## config.mk

```make
export PLATFORM = sky130hd
export DESIGN_NAME = cascade_recombine_accumulator
export DESIGN_NICKNAME = d
export VERILOG_FILES = /design/src/rtl/cascade_recombine_accumulator.sv
export SDC_FILE = /design/constraint.sdc
export NUM_CORES = 1
export LEC_CHECK = 0
export ABC_AREA = 1
export CAP_MARGIN = 25
export CORE_AREA = 3 3 113 115
export CTS_CLUSTER_SIZE = 24
export DETAILED_ROUTE_END_ITERATION = 16
export DIE_AREA = 0 0 116 118
export PLACE_DENSITY_LB_ADDON = 0.3
export SYNTH_ARGS = -nofsm -noshare
export SYNTH_HDL_FRONTEND = slang
export SYNTH_SLANG_ARGS = --single-unit
```

## constraint.sdc

```tcl
create_clock -name clk -period 1.8 [get_ports clk]
set_input_delay 0.36 -clock clk [delete_from_list [all_inputs] [get_ports clk]]
set_output_delay 0.36 -clock clk [all_outputs]
set_load 0.005 [all_outputs]
```

## src/rtl/cascade_recombine_accumulator.sv

```systemverilog
// cascade_recombine_accumulator
// Accumulates DEPTH beats of MSP/LSP half-words in two widened sums, then
// recombines them into one RESULT_WIDTH result behind a valid/ready output.
// Optional saturation on recombine is enabled by defining the macro
// CASCADE_RECOMBINE_SAT_EN; without it the result wraps and out_overflow is 0.
module cascade_recombine_accumulator #(
  parameter int ACCUM_WIDTH  = 32,
  parameter int DEPTH        = 8,
  parameter int RESULT_WIDTH = 40
) (
  input  logic                    clk,
  input  logic                    rst_n,
  input  logic                    in_valid,
  output logic                    in_ready,
  input  logic [ACCUM_WIDTH-1:0]  in_msp,
  input  logic [ACCUM_WIDTH-1:0]  in_lsp,
  output logic                    out_valid,
  input  logic                    out_ready,
  output logic [RESULT_WIDTH-1:0] out_data,
  output logic                    out_overflow
);

  localparam int SPLIT  = ACCUM_WIDTH / 2;
  localparam int CNT_W  = $clog2(DEPTH);
  localparam int SUM_W  = SPLIT + CNT_W;
  localparam int FULL_W = SUM_W + SPLIT + 1;
  // Recombine at a width that also covers RESULT_WIDTH, so both the wrap
  // slice and the overflow test are always in range.
  localparam int EXT_W  = FULL_W + RESULT_WIDTH;

  typedef enum logic [1:0] {
    ST_ACCUM   = 2'd0,
    ST_COMBINE = 2'd1,
    ST_OUTPUT  = 2'd2
  } state_t;

  state_t                  state_q, state_d;
  logic [CNT_W-1:0]        cnt_q, cnt_d;
  logic [SUM_W-1:0]        lsp_sum_q, lsp_sum_d;
  logic [SUM_W-1:0]        msp_sum_q, msp_sum_d;
  logic [RESULT_WIDTH-1:0] out_data_q, out_data_d;
  logic                    out_ovf_q, out_ovf_d;

  logic [EXT_W-1:0]        msp_ext;
  logic [EXT_W-1:0]        lsp_ext;
  logic [EXT_W-1:0]        full_ext;
  logic                    full_too_big;
  logic                    unused_bits;

  // Upper halves of the input buses carry nothing for this block.
  assign unused_bits = ^{in_msp[ACCUM_WIDTH-1:SPLIT], in_lsp[ACCUM_WIDTH-1:SPLIT], full_ext};

  assign msp_ext      = {{(EXT_W-SUM_W){1'b0}}, msp_sum_q} << SPLIT;
  assign lsp_ext      = {{(EXT_W-SUM_W){1'b0}}, lsp_sum_q};
  assign full_ext     = msp_ext + lsp_ext;
  assign full_too_big = |full_ext[EXT_W-1:RESULT_WIDTH];

  // Handshake flags depend only on state, never on in_valid/out_ready.
  assign in_ready     = (state_q == ST_ACCUM);
  assign out_valid    = (state_q == ST_OUTPUT);
  assign out_data     = out_data_q;
  assign out_overflow = out_ovf_q;

  // Next-state, accumulation and recombine logic.
  always_comb begin
    state_d    = state_q;
    cnt_d      = cnt_q;
    lsp_sum_d  = lsp_sum_q;
    msp_sum_d  = msp_sum_q;
    out_data_d = out_data_q;
    out_ovf_d  = out_ovf_q;
    unique case (state_q)
      ST_ACCUM: begin
        if (in_valid) begin
          lsp_sum_d = lsp_sum_q + {{CNT_W{1'b0}}, in_lsp[SPLIT-1:0]};
          msp_sum_d = msp_sum_q + {{CNT_W{1'b0}}, in_msp[SPLIT-1:0]};
          cnt_d     = cnt_q + CNT_W'(1);
          if (cnt_q == CNT_W'(DEPTH - 1)) begin
            state_d = ST_COMBINE;
          end
        end
      end
      ST_COMBINE: begin
`ifdef CASCADE_RECOMBINE_SAT_EN
        if (full_too_big) begin
          out_data_d = '1;
          out_ovf_d  = 1'b1;
        end else begin
          out_data_d = full_ext[RESULT_WIDTH-1:0];
          out_ovf_d  = 1'b0;
        end
`else
        out_data_d = full_ext[RESULT_WIDTH-1:0];
        out_ovf_d  = 1'b0;
`endif
        lsp_sum_d = '0;
        msp_sum_d = '0;
        state_d   = ST_OUTPUT;
      end
      ST_OUTPUT: begin
        if (out_ready) begin
          out_ovf_d = 1'b0;
          state_d   = ST_ACCUM;
        end
      end
      default: begin
        state_d = ST_ACCUM;
      end
    endcase
  end

  // State and datapath registers with synchronous active-low reset.
  always_ff @(posedge clk) begin
    if (!rst_n) begin
      state_q    <= ST_ACCUM;
      cnt_q      <= '0;
      lsp_sum_q  <= '0;
      msp_sum_q  <= '0;
      out_data_q <= '0;
      out_ovf_q  <= 1'b0;
    end else begin
      state_q    <= state_d;
      cnt_q      <= cnt_d;
      lsp_sum_q  <= lsp_sum_d;
      msp_sum_q  <= msp_sum_d;
      out_data_q <= out_data_d;
      out_ovf_q  <= out_ovf_d;
    end
  end

endmodule
```

==> results of run 1 <==
-- flip-flops by register name, summed over array words and instances, names as in the netlist --
register and count:
out_data 36, state_q 2, cnt_q 3, lsp_sum_q 19, msp_sum_q 19
-- synthesized netlist by cell type, types with 2 or more instances --
library cell and n:
o211ai_1 2, o21ai_1 2, nand2_2 4, a21o_1 4
nand2_1 263, nand3_1 54, dfxtp_1 79, nor3_1 11
nor3_4 2, xor2_1 3, buf_4 6, nor2_4 2
a21oi_1 64, a22o_1 19, fa_1 3, o21bai_1 2
inv_1 96, a32o_1 2, clkbuf_1 7, and2_1 5
ha_1 37, nand3_2 2, or2_2 8, nand4_1 7
inv_2 4, o21ai_0 27, buf_2 9, nand3b_1 10
nor2_1 58, or2_1 3
-- logic make-up after synthesis --
family,count (synthesis),synth area share [%]
buffers and inverters,123,9.40
DFF,79,30.0
and+or+nand+nor,431,35.3
adders and majority gates,40,9.92
other,1,0.0712
xor gates and xnor gates,4,0.665
AOI/OAI and AO/OA,129,14.6
-- through the flow --
step	setup TNS, ps	setup slack (ps)	instances
2_1_floorplan	0	18.5	811
3_3_place_gp	-11220	-533	1089
3_5_place_dp	-11840	-546	1089
4_1_cts	0	0.685	1104
5_1_grt	-217	-53.7	1107
6_report	0	66.3	1107
-- layout make-up --
cell class	instances	area, um^2
fillers	1046	4310
multi-input cells	609	3740
flip-flops and latches	79	1590
repair buffers	156	1410
inverters	101	379
clock buffers	12	256
well taps	147	184
clock inverters	3	42.5
-- tightest hold or removal path, stage by stage (launching register included) --
cell	delay [ps]
dfxtp_1	310
nand2_1	60
nand2_1	40
-- cell usage in the layout, fill, tap and decap left out, types with 10 or more instances in the layout --
| master | count |
|---|---|
| a21oi_1 | 55 |
| a21oi_2 | 10 |
| a22o_1 | 19 |
| buf_4 | 80 |
| clkdlybuf4s50_1 | 60 |
| dfxtp_1 | 75 |
| dlymetal6s2s_1 | 10 |
| ha_4 | 27 |
| inv_1 | 95 |
| nand2_1 | 238 |
| nand2_2 | 27 |
| nand3_1 | 51 |
| nand3b_1 | 10 |
| nor2_1 | 51 |
| o21ai_0 | 24 |
-- power by group through the flow --
stage | combinational (mW) | clock (mW) | sequential [mW]
after floorplan | 0.874 | 0 | 1.95
after global placement | 1.46 | 0 | 1.95
after detailed placement | 1.48 | 0 | 1.95
after CTS | 1.51 | 1.91 | 1.92
after global routing | 1.92 | 1.97 | 1.96
final | 1.72 | 1.86 | 1.95
-- layer usage --
layer  GRT usage, %  up-vias  part of all wire [%]
li1               -     2913                     -
met1           24.4     2528                    42
met2           40.1      117                    53
met3           4.16       20                   3.5
met4           4.57        0                   1.6
met5              0        -                     0
-- worst paths after layout --
check,from,to,slack (ps),cells past startpoint
max,in_lsp[2],lsp_sum_q[7]$_SDFFE_PN0P_,70,8
min,out_data[19]$_SDFFE_PN0P_,out_data[19]$_SDFFE_PN0P_,460,2
max reg2reg,msp_sum_q[0]$_SDFFE_PN0P_,msp_sum_q[16]$_SDFFE_PN0P_,70,13
min reg2reg,out_data[19]$_SDFFE_PN0P_,out_data[19]$_SDFFE_PN0P_,460,2
-- repair_timing --
item                                    CTS  global route
hold endpoints to repair                  0             0
pin swaps                                 4            26
gates resized for setup                  14            98
endpoints found under the setup margin   17            34
buffers inserted                          0             3
==> flow_metrics.py, run 1 <==
metrics = {
    "critical_path": {
        "path_cells": "clkdlybuf4s50_1 > ha_1 > or2_4 > nand3_1 > nand2_2 > or2_2 > nand3_1 > a21oi_1",
        "start_kind": "input port",
        "max_stage_delay_ps": 410,
        "crit_type": "input port to flop",
        "cp-end-kind": "flop",
        "required_ps": 2030,
        "arrival_ps": 1960,
        "cpMostUsedCell": "nand3_1",
        "crit_buf_inv": 1,
        "crit_family": "simple AND/OR/NAND/NOR gates",
        "cp_max_fo": 4,
        "critPathSlowestCell": "clkdlybuf4s50_1",
    },
    "yosys": {
        "yosysSeqAreaShare_pct": 30.0,
        "synth-main-ff-cell": "dfxtp_1",
        "ys_ff_latch": 79,
        "synthCells": 807,
        "postSynthAreaPerCell_um2": 6.53,
        "async_flop_share_pct": 0,
        "synthTopCellsByArea": "dfxtp_1 30%, nand2_1 19%, ha_1 8.8%",
        "synth_edf_count": 0,
        "synth_area_um2": 5270,
        "synth.distinct_cells": 42,
        "synth_top_area_share_pct": 30.0,
        "yosys.area.top_type": "dfxtp_1",
        "yosys_warnings": 0,
    },
    "route": {
        "dr.pass1.iters": 5,
        "wl_per_cell_um": 13.6,
        "ant_nets": 0,
        "vias": 5578,
        "drt-initial-drc-count": 304,
        "viasPerCell": 5.04,
        "drcViolationCount": 0,
        "routed_wl_mm": 15.0,
    },
    "layout": {
        "fin_util_pct": 63.8,
        "final_layout_size_suffix_gt1_share_pct": 22.1,
        "areaGrowthSynthToFinish_pct": 44.3,
        "nets": 1064,
        "final_area_um2": 7600,
        "diodes": 0,
    },
    "power": {
        "internal_power_mw": 3.81,
        "ir_drop_mv": 0.415,
        "finalPower_mw": 5.53,
        "seqPwrFrac_pct": 35.2,
        "p_leak_nw": 3.54,
        "combPwrFrac_pct": 31.1,
        "netSwitchingPower_mw": 1.72,
        "swShare_pct": 31.1,
        "p_per_area_nw_per_um2": 727,
        "clkPwrFrac_pct": 33.7,
    },
    "hold_path": {
        "hp-class": "flop to flop",
    },
    "clocking": {
        "cts_sinks": 79,
        "cts_tree": "built",
        "cts_hold_buf": 0,
        "cts-root-buf": "clkbuf_16",
        "cts_buffers": 9,
        "h-tree-depth": 3,
        "clkSlewWorstSetupHoldPaths_ps": 60,
        "clock_path_buffers": 2,
        "clk-insertion-delay-late_ps": 340,
    },
    "sta": {
        "setup_viol": 0,
        "final.min_clock_period_ps": 1730,
        "min_period_over_period_pct": 96.3,
        "whs_ps": 458,
        "rsz0062_at_grt": "true",
        "fmax_mhz": 577,
        "final-hold-violation-count": 0,
        "worst_clock_skew_ps": 5.88,
        "slew_viol_final": 0,
    },
    "die": {
        "die_area_um2": 13700,
        "rows": 40,
        "fp.coreArea_um2": 11900,
        "die-height_um": 118,
        "ios": 111,
        "fp.dieW_um": 116,
        "start_util_pct": 44.2,
    },
    "placement": {
        "dpl_cell_area_um2": 6720,
        "globalplace.congestion": 0.886,
        "portBuffers": 73,
        "hpwl_mm": 11.0,
    },
    "status": {
        "status": "complete, no violations",
    },
    "grt": {
        "grt_max_degree": 33,
        "grt_use_total_pct": 21.4,
        "grt_pass1_vias": 5213,
        "antenna_found_initial": 0,
        "grt_overflow": 0,
        "grt_pass1_wl_mm": 23.6,
    },
    "flow_run": {
        "maxCapViolCount": 0,
    },
}
No activity file was read; power rests on OpenSTA's default activity.
==> inputs of run 2 (changes only) <==
==> constraint.sdc (replaced) <==
create_clock -name clk -period 2.25 [get_ports clk]
set_input_delay 0.45 -clock clk [delete_from_list [all_inputs] [get_ports clk]]
set_output_delay 0.45 -clock clk [all_outputs]
set_load 0.005 [all_outputs]
==> flow_metrics.py, run 2 (synthesis results as in run 1) <==
metrics = {
    "status": {
        "status": "complete, no violations",
    },
    "clocking": {
        "cts_tree": "built",
        "h-tree-depth": 3,
        "cts_hold_buf": 0,
        "post_cts_buffers": 0,
        "clock_path_buffers": 2,
        "cts_buffers": 9,
        "clkSlewWorstSetupHoldPaths_ps": 60,
        "ctsResizeCount": 0,
        "cts_sinks": 79,
        "clk-insertion-delay-late_ps": 350,
        "cts-root-buf": "clkbuf_16",
    },
    "layout": {
        "final_layout_size_suffix_gt1_share_pct": 9.07,
        "final_cell_mix": "262 x nand2_1, 96 x inv_1, 79 x dfxtp_1",
        "largest_register_ffs": 36,
        "final_area_um2": 6690,
        "diodes": 0,
        "final_common_cell": "nand2_1",
        "fillers": 1189,
        "areaGrowthSynthToFinish_pct": 27.0,
        "layoutNonFillerInstCount": 1062,
        "nets": 1018,
        "fin_util_pct": 56.2,
    },
    "die": {
        "die-height_um": 118,
        "rows": 40,
        "fp.coreArea_um2": 11900,
        "die_area_um2": 13700,
        "start_util_pct": 44.2,
        "ios": 111,
        "fp.dieW_um": 116,
    },
    "sta": {
        "worst_clock_skew_ps": 6.26,
        "slew_viol_final": 0,
        "setup_viol": 0,
        "final-hold-violation-count": 0,
        "fin_setup_tns_ps": 0,
        "final.min_clock_period_ps": 2040,
        "rsz0062_at_grt": "false",
        "fmax_mhz": 490,
        "min_period_over_period_pct": 90.8,
    },
    "route": {
        "ant_nets": 0,
        "wl_per_cell_um": 12.7,
        "drcViolationCount": 0,
        "vias": 5280,
        "drt-initial-drc-count": 252,
        "viasPerCell": 4.97,
        "routed_wl_mm": 13.5,
        "dr.pass1.iters": 4,
    },
    "critical_path": {
        "reg2reg_from": "lsp_sum_q[0]$_SDFFE_PN0P_",
        "cp_max_fo": 3,
        "cp-end-kind": "flop",
        "arrival_ps": 2280,
        "path_cells": "clkdlybuf4s50_1 > ha_1 > fa_1 > nand2_1 > nand2_1 > and2_1 > nand2_1 > nand2_1 > nand2_1 > nand3_1 > a21oi_1 > nor2_1",
        "required_ps": 2490,
        "critical_path.startpoint": "in_lsp[0]",
        "cpMostUsedCell": "nand2_1",
        "critPathSlowestCell": "clkdlybuf4s50_1",
        "start_kind": "input port",
        "max_stage_delay_ps": 410,
        "crit_buf_inv": 1,
        "crit_family": "simple AND/OR/NAND/NOR gates",
        "crit_type": "input port to flop",
    },
    "flow_run": {
        "maxCapViolCount": 0,
    },
    "power": {
        "ir_drop_mv": 0.460,
        "seqPwrFrac_pct": 37.8,
        "p_per_area_nw_per_um2": 611,
        "netSwitchingPower_mw": 1.27,
        "internal_power_mw": 2.83,
        "combPwrFrac_pct": 25.2,
        "swShare_pct": 31.0,
        "p_leak_nw": 3.21,
        "clkPwrFrac_pct": 37.0,
    },
    "grt": {
        "grt_overflow": 0,
        "grt_pass1_wl_mm": 23.1,
        "grt_use_total_pct": 20.8,
        "grt_pass1_vias": 5087,
        "antenna_found_initial": 0,
        "grt_max_degree": 37,
    },
    "placement": {
        "hpwl_mm": 10.4,
        "globalplace.congestion": 0.891,
        "placedCellCount": 1046,
        "portBuffers": 73,
        "dpl_cell_area_um2": 6380,
    },
    "hold_path": {
        "worstHoldStart": "out_data[19]$_SDFFE_PN0P_",
        "hp-class": "flop to flop",
    },
}
==> run 2: cell types whose count changed in the layout (fill, tap and decap cells not counted), sizes merged <==
cell and change:
dlygate4sd2 -3, buf -46, clkdlybuf4s50 +13, dlymetal6s2s -10, clkinv +2, clkbuf -1
==> run 2: power by group through the flow <==
stage / clock [mW] / sequential, mW / combinational, mW
2_1_floorplan: 0 / 1.56 / 0.699
3_3_place_gp: 0 / 1.58 / 1.01
3_5_place_dp: 0 / 1.58 / 1.02
4_1_cts: 1.56 / 1.55 / 1.03
5_1_grt: 1.61 / 1.56 / 1.18
6_report: 1.51 / 1.55 / 1.03
==> run 2: final cells by class <==
type                       instances  area, um^2  share of cell area, %
timing repair buffer             110        1020                   15.3
clock buffer                      11         253                   3.78
multi-input combinational        609        3220                   48.1
inverter                         101         379                   5.66
tap                              147         184                   2.75
clock inverter                     5        56.3                  0.841
sequential                        79        1580                   23.6
==> run 2: through the flow <==
stage | total power [mW] | hold WS [ps] | setup slack [ps]
6_report | 4.09 | 455 | 208
5_1_grt | 4.35 | 483 | 47.4
4_1_cts | 4.14 | 458 | 159
3_5_place_dp | 2.60 | 443 | -210
3_3_place_gp | 2.59 | 443 | -211
2_1_floorplan | 2.26 | 448 | 378
==> run 2: worst reg2reg max path, stage by stage (launching register included) <==
cell	delay (ps)
dfxtp_1	320
ha_1	200
fa_1	390
nand2_1	80
nand2_1	60
and2_1	160
nand2_1	60
nand2_1	80
nand2_1	70
nand3_1	90
a21oi_1	140
nor2_1	60
==> run 2: worst paths after layout <==
kind / cells after the start / slack (ps) / endpoint
worst min-delay path: 2 / 450 / out_data[19]$_SDFFE_PN0P_
worst min register to register: 2 / 450 / out_data[19]$_SDFFE_PN0P_
worst max register to register: 11 / 420 / lsp_sum_q[16]$_SDFFE_PN0P_
worst max-delay path: 12 / 210 / lsp_sum_q[16]$_SDFFE_PN0P_
==> run 2: per-layer routing <==
metal	global-route usage, %	up-vias	wire length, um
met5	0	-	0
met4	5.22	0	181
met3	4.42	14	428
met2	37.6	75	6890
met1	24.7	2378	6000
li1	-	2813	-
==> inputs of run 3 (changes only) <==
--- a/config.mk
+++ b/config.mk
@@ -12,6 +12,7 @@
 export DETAILED_ROUTE_END_ITERATION = 16
 export DIE_AREA = 0 0 116 118
 export PLACE_DENSITY_LB_ADDON = 0.3
+export SKIP_LAST_GASP = 1
 export SYNTH_ARGS = -nofsm -noshare
 export SYNTH_HDL_FRONTEND = slang
 export SYNTH_SLANG_ARGS = --single-unit
==> results of run 3 <==
Final layout, timing and power as in run 2 (identical DEF).
